**src/rtl/game_pkg.sv**
```systemverilog
// Shared types and constants for the game flow controller and its score splitter.
package game_pkg;

  typedef enum logic [1:0] {
    TITLE = 2'd0,
    PLAY  = 2'd1,
    WON   = 2'd2,
    LOST  = 2'd3
  } game_state_t;

  localparam logic [1:0] SCR_TITLE = 2'd0;
  localparam logic [1:0] SCR_PLAY  = 2'd1;
  localparam logic [1:0] SCR_END   = 2'd2;

  localparam int SCORE_MAX = 999;

endpackage

```
**src/rtl/score_bcd_split.sv**
```systemverilog
// Iterative BCD split of a score (0..999): one subtraction of 100 or 10 per cycle.
// done is low while converting and high when the digits match the last value loaded.
module score_bcd_split
  import game_pkg::*;
#(
  parameter int SCORE_W = 10
) (
  input  logic               Clk,
  input  logic               Reset,
  input  logic               start,
  input  logic [SCORE_W-1:0] value,
  output logic [3:0]         hundreds,
  output logic [3:0]         tens,
  output logic [3:0]         ones,
  output logic               done
);

  typedef enum logic [1:0] {
    BCD_IDLE = 2'd0,
    BCD_HUND = 2'd1,
    BCD_TENS = 2'd2
  } bcd_phase_t;

  bcd_phase_t         phase_q, phase_d;
  logic [SCORE_W-1:0] work_q, work_d;
  logic [3:0]         hund_q, hund_d;
  logic [3:0]         tens_q, tens_d;
  logic [3:0]         ones_q, ones_d;
  logic               done_q, done_d;

  always_ff @(posedge Clk) begin
    if (Reset) begin
      phase_q <= BCD_IDLE;
      work_q  <= '0;
      hund_q  <= 4'd0;
      tens_q  <= 4'd0;
      ones_q  <= 4'd0;
      done_q  <= 1'b1;
    end else begin
      phase_q <= phase_d;
      work_q  <= work_d;
      hund_q  <= hund_d;
      tens_q  <= tens_d;
      ones_q  <= ones_d;
      done_q  <= done_d;
    end
  end

  // Leaving the hundreds phase takes the first tens step in the same cycle,
  // so 999 needs 9 + 9 steps plus the final ones write.
  always_comb begin
    phase_d = phase_q;
    work_d  = work_q;
    hund_d  = hund_q;
    tens_d  = tens_q;
    ones_d  = ones_q;
    done_d  = done_q;
    case (phase_q)
      BCD_IDLE: ;
      BCD_HUND: begin
        if (32'(work_q) >= 100) begin
          work_d = work_q - SCORE_W'(100);
          hund_d = hund_q + 4'd1;
        end else if (32'(work_q) >= 10) begin
          work_d  = work_q - SCORE_W'(10);
          tens_d  = tens_q + 4'd1;
          phase_d = BCD_TENS;
        end else begin
          ones_d  = work_q[3:0];
          done_d  = 1'b1;
          phase_d = BCD_IDLE;
        end
      end
      BCD_TENS: begin
        if (32'(work_q) >= 10) begin
          work_d = work_q - SCORE_W'(10);
          tens_d = tens_q + 4'd1;
        end else begin
          ones_d  = work_q[3:0];
          done_d  = 1'b1;
          phase_d = BCD_IDLE;
        end
      end
      default: phase_d = BCD_IDLE;
    endcase
    if (start) begin
      work_d  = value;
      hund_d  = 4'd0;
      tens_d  = 4'd0;
      ones_d  = 4'd0;
      done_d  = 1'b0;
      phase_d = BCD_HUND;
    end
  end

  assign hundreds = hund_q;
  assign tens     = tens_q;
  assign ones     = ones_q;
  assign done     = done_q;

endmodule

```
**src/rtl/game_flow_controller.sv**
```systemverilog
// Title/play/end sequencer: gates gameplay, latches the final score and splits it into BCD.
// Define GAME_END_TIMEOUT_EN to return to title automatically after END_TIMEOUT_FRAMES ticks.
module game_flow_controller
  import game_pkg::*;
#(
  parameter logic [7:0] START_KEY          = 8'h2C,
  parameter int         END_HOLD_FRAMES    = 60,
  parameter int         SCORE_W            = 10,
  parameter int         END_TIMEOUT_FRAMES = 600
) (
  input  logic               Clk,
  input  logic               Reset,
  input  logic               frame_clk,
  input  logic [7:0]         keycode,
  input  logic               goal_reached,
  input  logic               player_dead,
  input  logic [SCORE_W-1:0] score_in,
  output logic               game_run,
  output logic [1:0]         screen_sel,
  output logic               is_won,
  output logic               is_lost,
  output logic [SCORE_W-1:0] final_score,
  output logic [3:0]         score_hundreds,
  output logic [3:0]         score_tens,
  output logic [3:0]         score_ones,
  output logic               digits_valid
);

  localparam int HOLD_W = $clog2(END_HOLD_FRAMES + 1);

  game_state_t        state_q, state_d;
  logic               sync1_q, sync2_q, sync_prev_q, tick_q;
  logic [HOLD_W-1:0]  hold_q, hold_d;
  logic               armed_q, armed_d;
  logic [SCORE_W-1:0] final_q, final_d;
  logic               game_run_q, game_run_d;
  logic [1:0]         screen_q, screen_d;
  logic               won_q, won_d;
  logic               lost_q, lost_d;
  logic               key_start, hold_sat, in_end, enter_end, timeout_hit;
  logic [SCORE_W-1:0] sat_score;

  // frame_clk is asynchronous to Clk; synchronize, then pulse once per rising edge.
  always_ff @(posedge Clk) begin
    if (Reset) begin
      sync1_q     <= 1'b0;
      sync2_q     <= 1'b0;
      sync_prev_q <= 1'b0;
      tick_q      <= 1'b0;
    end else begin
      sync1_q     <= frame_clk;
      sync2_q     <= sync1_q;
      sync_prev_q <= sync2_q;
      tick_q      <= sync2_q & ~sync_prev_q;
    end
  end

  assign key_start = armed_q && (keycode == START_KEY);
  assign hold_sat  = (hold_q == HOLD_W'(END_HOLD_FRAMES));
  assign in_end    = (state_q == WON) || (state_q == LOST);
  assign sat_score = (32'(score_in) > SCORE_MAX) ? SCORE_W'(SCORE_MAX) : score_in;

`ifdef GAME_END_TIMEOUT_EN
  localparam int TO_W = $clog2(END_TIMEOUT_FRAMES + 1);
  logic [TO_W-1:0] timeout_q, timeout_d;

  assign timeout_hit = in_end && tick_q && (timeout_q == TO_W'(END_TIMEOUT_FRAMES - 1));

  always_ff @(posedge Clk) begin
    if (Reset) timeout_q <= '0;
    else       timeout_q <= timeout_d;
  end

  always_comb begin
    timeout_d = timeout_q;
    if (enter_end)          timeout_d = '0;
    else if (in_end && tick_q) timeout_d = timeout_q + TO_W'(1);
  end
`else
  logic unused_timeout_param;
  assign unused_timeout_param = (END_TIMEOUT_FRAMES > 0);
  assign timeout_hit = 1'b0;
`endif

  always_ff @(posedge Clk) begin
    if (Reset) begin
      state_q    <= TITLE;
      hold_q     <= '0;
      armed_q    <= 1'b0;
      final_q    <= '0;
      game_run_q <= 1'b0;
      screen_q   <= SCR_TITLE;
      won_q      <= 1'b0;
      lost_q     <= 1'b0;
    end else begin
      state_q    <= state_d;
      hold_q     <= hold_d;
      armed_q    <= armed_d;
      final_q    <= final_d;
      game_run_q <= game_run_d;
      screen_q   <= screen_d;
      won_q      <= won_d;
      lost_q     <= lost_d;
    end
  end

  // Outputs decode state_d so they are registered alongside the state itself.
  always_comb begin
    state_d = state_q;
    case (state_q)
      TITLE: if (key_start) state_d = PLAY;
      PLAY: begin
        if (player_dead)       state_d = LOST;
        else if (goal_reached) state_d = WON;
      end
      WON, LOST: begin
        if (hold_sat && key_start) state_d = TITLE;
        else if (timeout_hit)      state_d = TITLE;
      end
      default: state_d = TITLE;
    endcase

    enter_end = (state_q == PLAY) && ((state_d == WON) || (state_d == LOST));

    hold_d = hold_q;
    if (enter_end)                       hold_d = '0;
    else if (in_end && tick_q && !hold_sat) hold_d = hold_q + HOLD_W'(1);

    // Any state change disarms the key so a held START_KEY cannot chain transitions.
    armed_d = armed_q;
    if (state_d != state_q)        armed_d = 1'b0;
    else if (keycode != START_KEY) armed_d = 1'b1;

    final_d = enter_end ? sat_score : final_q;

    game_run_d = (state_d == PLAY);
    won_d      = (state_d == WON);
    lost_d     = (state_d == LOST);
    case (state_d)
      TITLE:   screen_d = SCR_TITLE;
      PLAY:    screen_d = SCR_PLAY;
      default: screen_d = SCR_END;
    endcase
  end

  score_bcd_split #(
    .SCORE_W (SCORE_W)
  ) u_bcd (
    .Clk      (Clk),
    .Reset    (Reset),
    .start    (enter_end),
    .value    (sat_score),
    .hundreds (score_hundreds),
    .tens     (score_tens),
    .ones     (score_ones),
    .done     (digits_valid)
  );

  assign game_run    = game_run_q;
  assign screen_sel  = screen_q;
  assign is_won      = won_q;
  assign is_lost     = lost_q;
  assign final_score = final_q;

endmodule

```
**config.mk**
```make
export PLATFORM = sky130hd
export DESIGN_NAME = game_flow_controller
export DESIGN_NICKNAME = d
export VERILOG_FILES = /design/src/rtl/game_pkg.sv /design/src/rtl/score_bcd_split.sv /design/src/rtl/game_flow_controller.sv
export SDC_FILE = /design/constraint.sdc
export NUM_CORES = 1
export LEC_CHECK = 0
export BUFFER_PORTS_ARGS = -buffer_cell sky130_fd_sc_hd__clkbuf_2
export CAP_MARGIN = 10
export CORE_UTILIZATION = 56
export DETAILED_ROUTE_END_ITERATION = 12
export GPL_TIMING_DRIVEN = 0
export PLACE_DENSITY = 0.77
export RECOVER_POWER = 50
export SLEW_MARGIN = 20
export SYNTH_ARGS = -nofsm -noshare
export SYNTH_HDL_FRONTEND = slang
export SYNTH_HIERARCHICAL = 1
export SYNTH_SLANG_ARGS = --single-unit
```
**constraint.sdc**
```tcl
create_clock -name Clk -period 2.9 [get_ports Clk]
set_input_delay 0.145 -clock Clk [delete_from_list [all_inputs] [get_ports Clk]]
set_output_delay 0.145 -clock Clk [all_outputs]
set_load 0.005 [all_outputs]
```
# Word-level counts from Yosys, hierarchy flattened
# Cells that the tools add are included.
dict set report classes {
  bitwise_logic 3
  n_div 0
  order_cmp 3
  reduce_logical 21
  n_mux 26
  n_mul 0
  eq_ne 17
  n_addsub 5
  shifts 0
}
# op count
set op_table {}
lappend op_table {{$mux 10} 4}
lappend op_table {{$pmux 10 s2} 1}
lappend op_table {{$mux 4} 4}
lappend op_table {{$pmux 4 s2} 2}
lappend op_table {{$mux 2} 7}
lappend op_table {{$pmux 2 s3} 2}
lappend op_table {{$eq 2x2->1 const B} 5}
lappend op_table {{$ge 10x4->1 const B} 1}
lappend op_table {{$ge 10x7->1 const B} 1}
lappend op_table {{$gt 10x10->1 const B} 1}
lappend op_table {{$sub 10x4->10 const B} 1}
lappend op_table {{$sub 10x7->10 const B} 1}
lappend op_table {{$add 4x1->4 const B} 2}
lappend op_table {{$eq 8x6->1 const B} 1}
lappend op_table {{$ne 8x6->1 const B} 1}
lappend op_table {{$add 6x1->6 const B} 1}
lappend op_table {{$eq 2x1->1 const B} 3}
lappend op_table {{$eq 6x6->1 const B} 1}
lappend op_table {{$logic_not 2->1} 3}
lappend op_table {{$ne 2x2->1 const B} 3}
lappend op_table {{$ne 3x3->1 const B} 2}
lappend op_table {{$reduce_and 2->1} 3}
lappend op_table {{$reduce_and 3->1} 2}
lappend op_table {{$reduce_or 2->1} 3}
lappend op_table {{11 further kinds} 20}
dict set report word_totals {
  n_memories 0
  ramBits 0
  wordCells 94
  mem_bits_ro 0
  output_inout_bits 28
  regBits 53
  latchBits 0
}

# Longest topological paths before layout
dict set report logic_depth {
  ltp_word 10
  ltp_mapped 11
}

# Hierarchy
# The synthesis kept the hierarchy.
# module cells_each seq_area_each_um2 n_inst area_per_inst_um2
set by_module_without_submodules {}
lappend by_module_without_submodules {score_bcd_split 207 500.5 1 1717.9}
lappend by_module_without_submodules {game_flow_controller 130 520.5 1 1139.8}

# Worst setup path after synthesis
# Ideal clock, no wire load.
dict set report synth_path {
  kind {reg-to-reg}
  from {register u_bcd.work_q[2]}
  to {register u_bcd.work_q[4]}
  setup_slack_ps 655
  period_less_slack_ps 2245
  setup_ps 124
  path_stages_with_launch 9
  t_arrival_ps 2121
  n_path_buf 1
  cell_sequence {dfxtp_1 -> inv_1 -> ha_1 -> a2111o_1 -> or3_1 -> buf_2 -> a311o_1 -> o211ai_2 -> a21oi_1}
}
dict set report synth_via {
  elab_chain_cells 5
  elab_cells_between_ends 8
  classes_between {2 x add/sub; 2 x order compare; 4 x mux}
}
# element line_no
set synth_lines {}
lappend synth_lines {{start, declared} score_bcd_split.sv:25} ;# logic [SCORE_W-1:0] work_q, work_d;
lappend synth_lines {{start signal, assigned} score_bcd_split.sv:41} ;# work_q <= work_d;
lappend synth_lines {{$sub 10x4->10 or $ge 10x4->1 (tied branches)} n/a}
lappend synth_lines {{$mux 10} {score_bcd_split.sv:64, score_bcd_split.sv:75}}
lappend synth_lines {{$mux 10} score_bcd_split.sv:61} ;# if (32'(work_q) >= 100) begin
lappend synth_lines {{$pmux 10 s2 *} score_bcd_split.sv:58} ;# case (phase_q)
lappend synth_lines {{$mux 10 *} score_bcd_split.sv:86} ;# if (start) begin
# Mark *: on every way between the ends. The rest lies on a longest branch, timed or not.
# A chain may end at the register's enable or synchronous reset.

# Worst setup path in the final report
dict set report layout_path {
  from {register u_bcd.work_q[2]}
  to {register u_bcd.work_q[2]}
}
# Same word-level chain as after synthesis.

==> results.md <==
* Run status: complete, no violations
* Vias per cell at 5.725
* CTS Root Cell: clkbuf_8
* Synth Area in Compound Gates at 22.11%
* Tcrit/Tclk final at 91.16%
* FP Rows at 25
* Die Ht at 73.44 um
* CTS Hold Bufs at 0
* Crit start category: flop
* RSZ-0062 raised after global routing: no
* Post-synthesis sequential area ratio at 35.73%
* Fin. max-slew vios at 0
* Peak supply drop at 0.2686 mV
* Yosys cell types at 62
* DR pass1 iterations at 4
* H-Tree Depth at 2
* Nets at 429
* WL/cell at 14.45 um
* Leading area contributor after synthesis: dfxtp_1
* Crit path kind: flop to flop
* Mapped cell area at 2858 um^2
* # clock sinks at 51
* DRC Markers at 0
* Initial antenna violation count at 0
* Largest family of logic cells by synthesized area: simple AND/OR/NAND/NOR gates
* Asr flop ratio synth at 0%
* TritonCTS clock tree: yes
* Synth Area in Adders at 5.254%
* Simple-gate share of the synthesized area at 24.39%
* Register share of total power at 53.7%
* Vias in the first global route at 2344
* Global-route wire length before repair at 11.03 mm
* Cells after DPL at 454
* CP endpoint kind: flop
* Postcts setup bufs at 0
* Slew margin rel. at 47.27%
* Die Area at 5393 um^2
* Clk pwr share at 38.6%
* Top cells by area, synth: dfxtp_1 36%, ha_1 5.3%, a21oi_1 4.7%, nand2_1 3.9%, nand3_1 3.2%
* Hold Vio Cnt, Final at 0
* Synth top area share at 35.73%
* Crit path required time at 3.07 ns
* Finish-stage setup viols at 0
* Clock Skew at 0.01015 ns
* Avg Synthesized Cell Area at 8.480 um^2
* Post-synth top flop: dfxtp_1
* Switch share at 23.80%
* 1st-iter DRT viols at 117
* Area growth syn-to-layout at 14.05%
* Count leader, synth: dfxtp_1
* Routability Congestion at 0.8968
* Seq cells post-synth at 51
* Antenna cell count at 0
* Post-Syn Instances at 337
* Ports at 51
* Initial Util at 59.32%
* Worst min-delay path class: input port to flop
* EDFF count, synth at 0
* Clock latency on the worst-skew pair at 0.31 ns
* Logic gate share of total power at 7.7%
* Static Leak at 1.262 nW
* Min Clock Period, post-route at 2.644 ns
* Tot Pwr at 1.321 mW
* Total gr overflow at 0
* Max-Cap Viols at 0
* Final ANT Viol Nets at 0
* Tightest Pin Transition at 0.7890 ns
* Layout cell share with drive strength beyond 1 at 17.47%
* Post-synthesis mux area share at 2.102%
* Post-cts resize count at 0
* Fmax at 378.3 MHz
* Syn Nets at 372
* Final non-filler cell total at 462
* NetSw at 0.3145 mW
* CP max FO at 9
* Largest net degree at the start of global routing at 18
* DR vias at 2645
* Crit path DAT at 2.81 ns
* Tot GR Track Use at 26.31%
* Detailed Place HPWL at 4.834 mm
* CTS buffer count at 5
* DIE WIDTH at 73.44 um
* Setup TNS at 0 ns
* Core area at 4817 um^2
* XOR/XNOR Fraction of Synth Area at 2.452%
* Post-Route WL at 6.676 mm
* Syn. warnings at 6
* I/O Buffers at 50
* Pwr/cell area at 405.3 nW/um^2
* Synth top cells by count: 51 x dfxtp_1, 30 x nand2_1, 27 x a21oi_1, 24 x nor2_1, 18 x nand3_1
* Worst-path clk slew at 0.10 ns
* Internal power at 1.007 mW
* Longest Clk Path Bufs at 2
cell families (layout without fill, tap and decap cells):
family                   Yosys count  in the layout
AO/OA/AOI/OAI                     86             86
XOR/XNOR                           8              8
adder cells (fa/ha/maj)           12             12
buffers and inverters             41             99
flip-flops                        51             51
multiplexers                       6              6
AND/OR/NAND/NOR                  133            133
final timing paths:
| kind | cells after the start | slack [ns] | startpoint | end |
|---|---|---|---|---|
| setup / recovery | 7 | 0.26 | u_bcd/work_q[2] | u_bcd/work_q[2] |
| setup reg to reg | 7 | 0.26 | u_bcd/work_q[2] | u_bcd/work_q[2] |
| hold / removal | 2 | 0.06 | frame_clk | sync1_q |
| hold reg to reg | 1 | 0.39 | sync_prev_q | tick_q |
flip-flops by register name, summed over array words and instances (netlist names), 2 cells and up:
register / flops
state_q: 2
u_bcd/tens: 4
u_bcd/work_q: 10
u_bcd/phase_q: 2
final_score: 10
u_bcd/ones: 4
u_bcd/hundreds: 4
hold_q: 6
layout by cell type, fill, tap and decap left out, drive strengths merged, types with 2 or more instances in the layout:
cell and instances:
o21a 4, and3b 3, o31ai 5, dfxtp 51, nand3b 3, a211oi 2, o21bai 3, inv 14
nor2 24, o21ai 10, a311o 3, nand4 4, o32ai 3, nand2b 6, mux2i 6, nand3 18
ha 12, a21oi 27, nor3 15, and4 2, or4 2, a21boi 2, or3 7, or2 5
xor2 5, nand2 30, buf 10, xnor2 3, nor2b 8, a31oi 3, o211ai 9, nand4b 4
clkbuf 73
worst max-delay path, stage by stage (launching register included):
cell and delay (ns):
dfxtp_1 0.49, inv_1 0.16, ha_1 0.27, a2111o_1 0.47
nor3_2 0.48, nor2_1 0.22, o21ai_0 0.27, a221oi_1 0.13
stage by stage:
| step | util, % | hold slack [ns] | instance area (um^2) | setup slack, ns |
|---|---|---|---|---|
| global placement | 66.26 | 0.3565 | 3192 | 0.4450 |
| floorplan | - | 0.2732 | 2858 | 0.6553 |
| detailed placement | 66.26 | 0.3781 | 3192 | 0.4374 |
| global route | 67.66 | 0.04994 | 3259 | 0.1413 |
| finish | 67.66 | 0.05653 | 3259 | 0.2565 |
| CTS | 68.65 | 0.06185 | 3307 | 0.3768 |
per-layer routing:
layer  share of wire, %  track usage [%]  up-vias
li1                   -                -     1327
met1                 47            34.10     1222
met2                 46            44.55       86
met3                6.2            4.527       10
met4                1.2            8.333        0
met5                  0                0        -
final cells by class:
class | instances | area [um^2]
Buffer | 28 | 177.7
Clock buffer | 5 | 68.82
Clock inverter | 3 | 46.29
Fill cell | 452 | 1558
Inverter | 13 | 48.80
Multi-Input combinational cell | 245 | 1579
Sequential cell | 51 | 1021
Tap cell | 67 | 83.83
Timing Repair Buffer | 50 | 234.0
power groups by stage:
stage	Sequential (mW)	Combinational [mW]	Clock, mW
final	0.709	0.102	0.510
after global placement	0.725	0.100	0
after CTS	0.709	0.102	0.524
after global routing	0.710	0.113	0.552
after detailed placement	0.725	0.102	0
after floorplan	0.724	0.0641	0
Note: power is estimated with default switching activity, not from simulation.
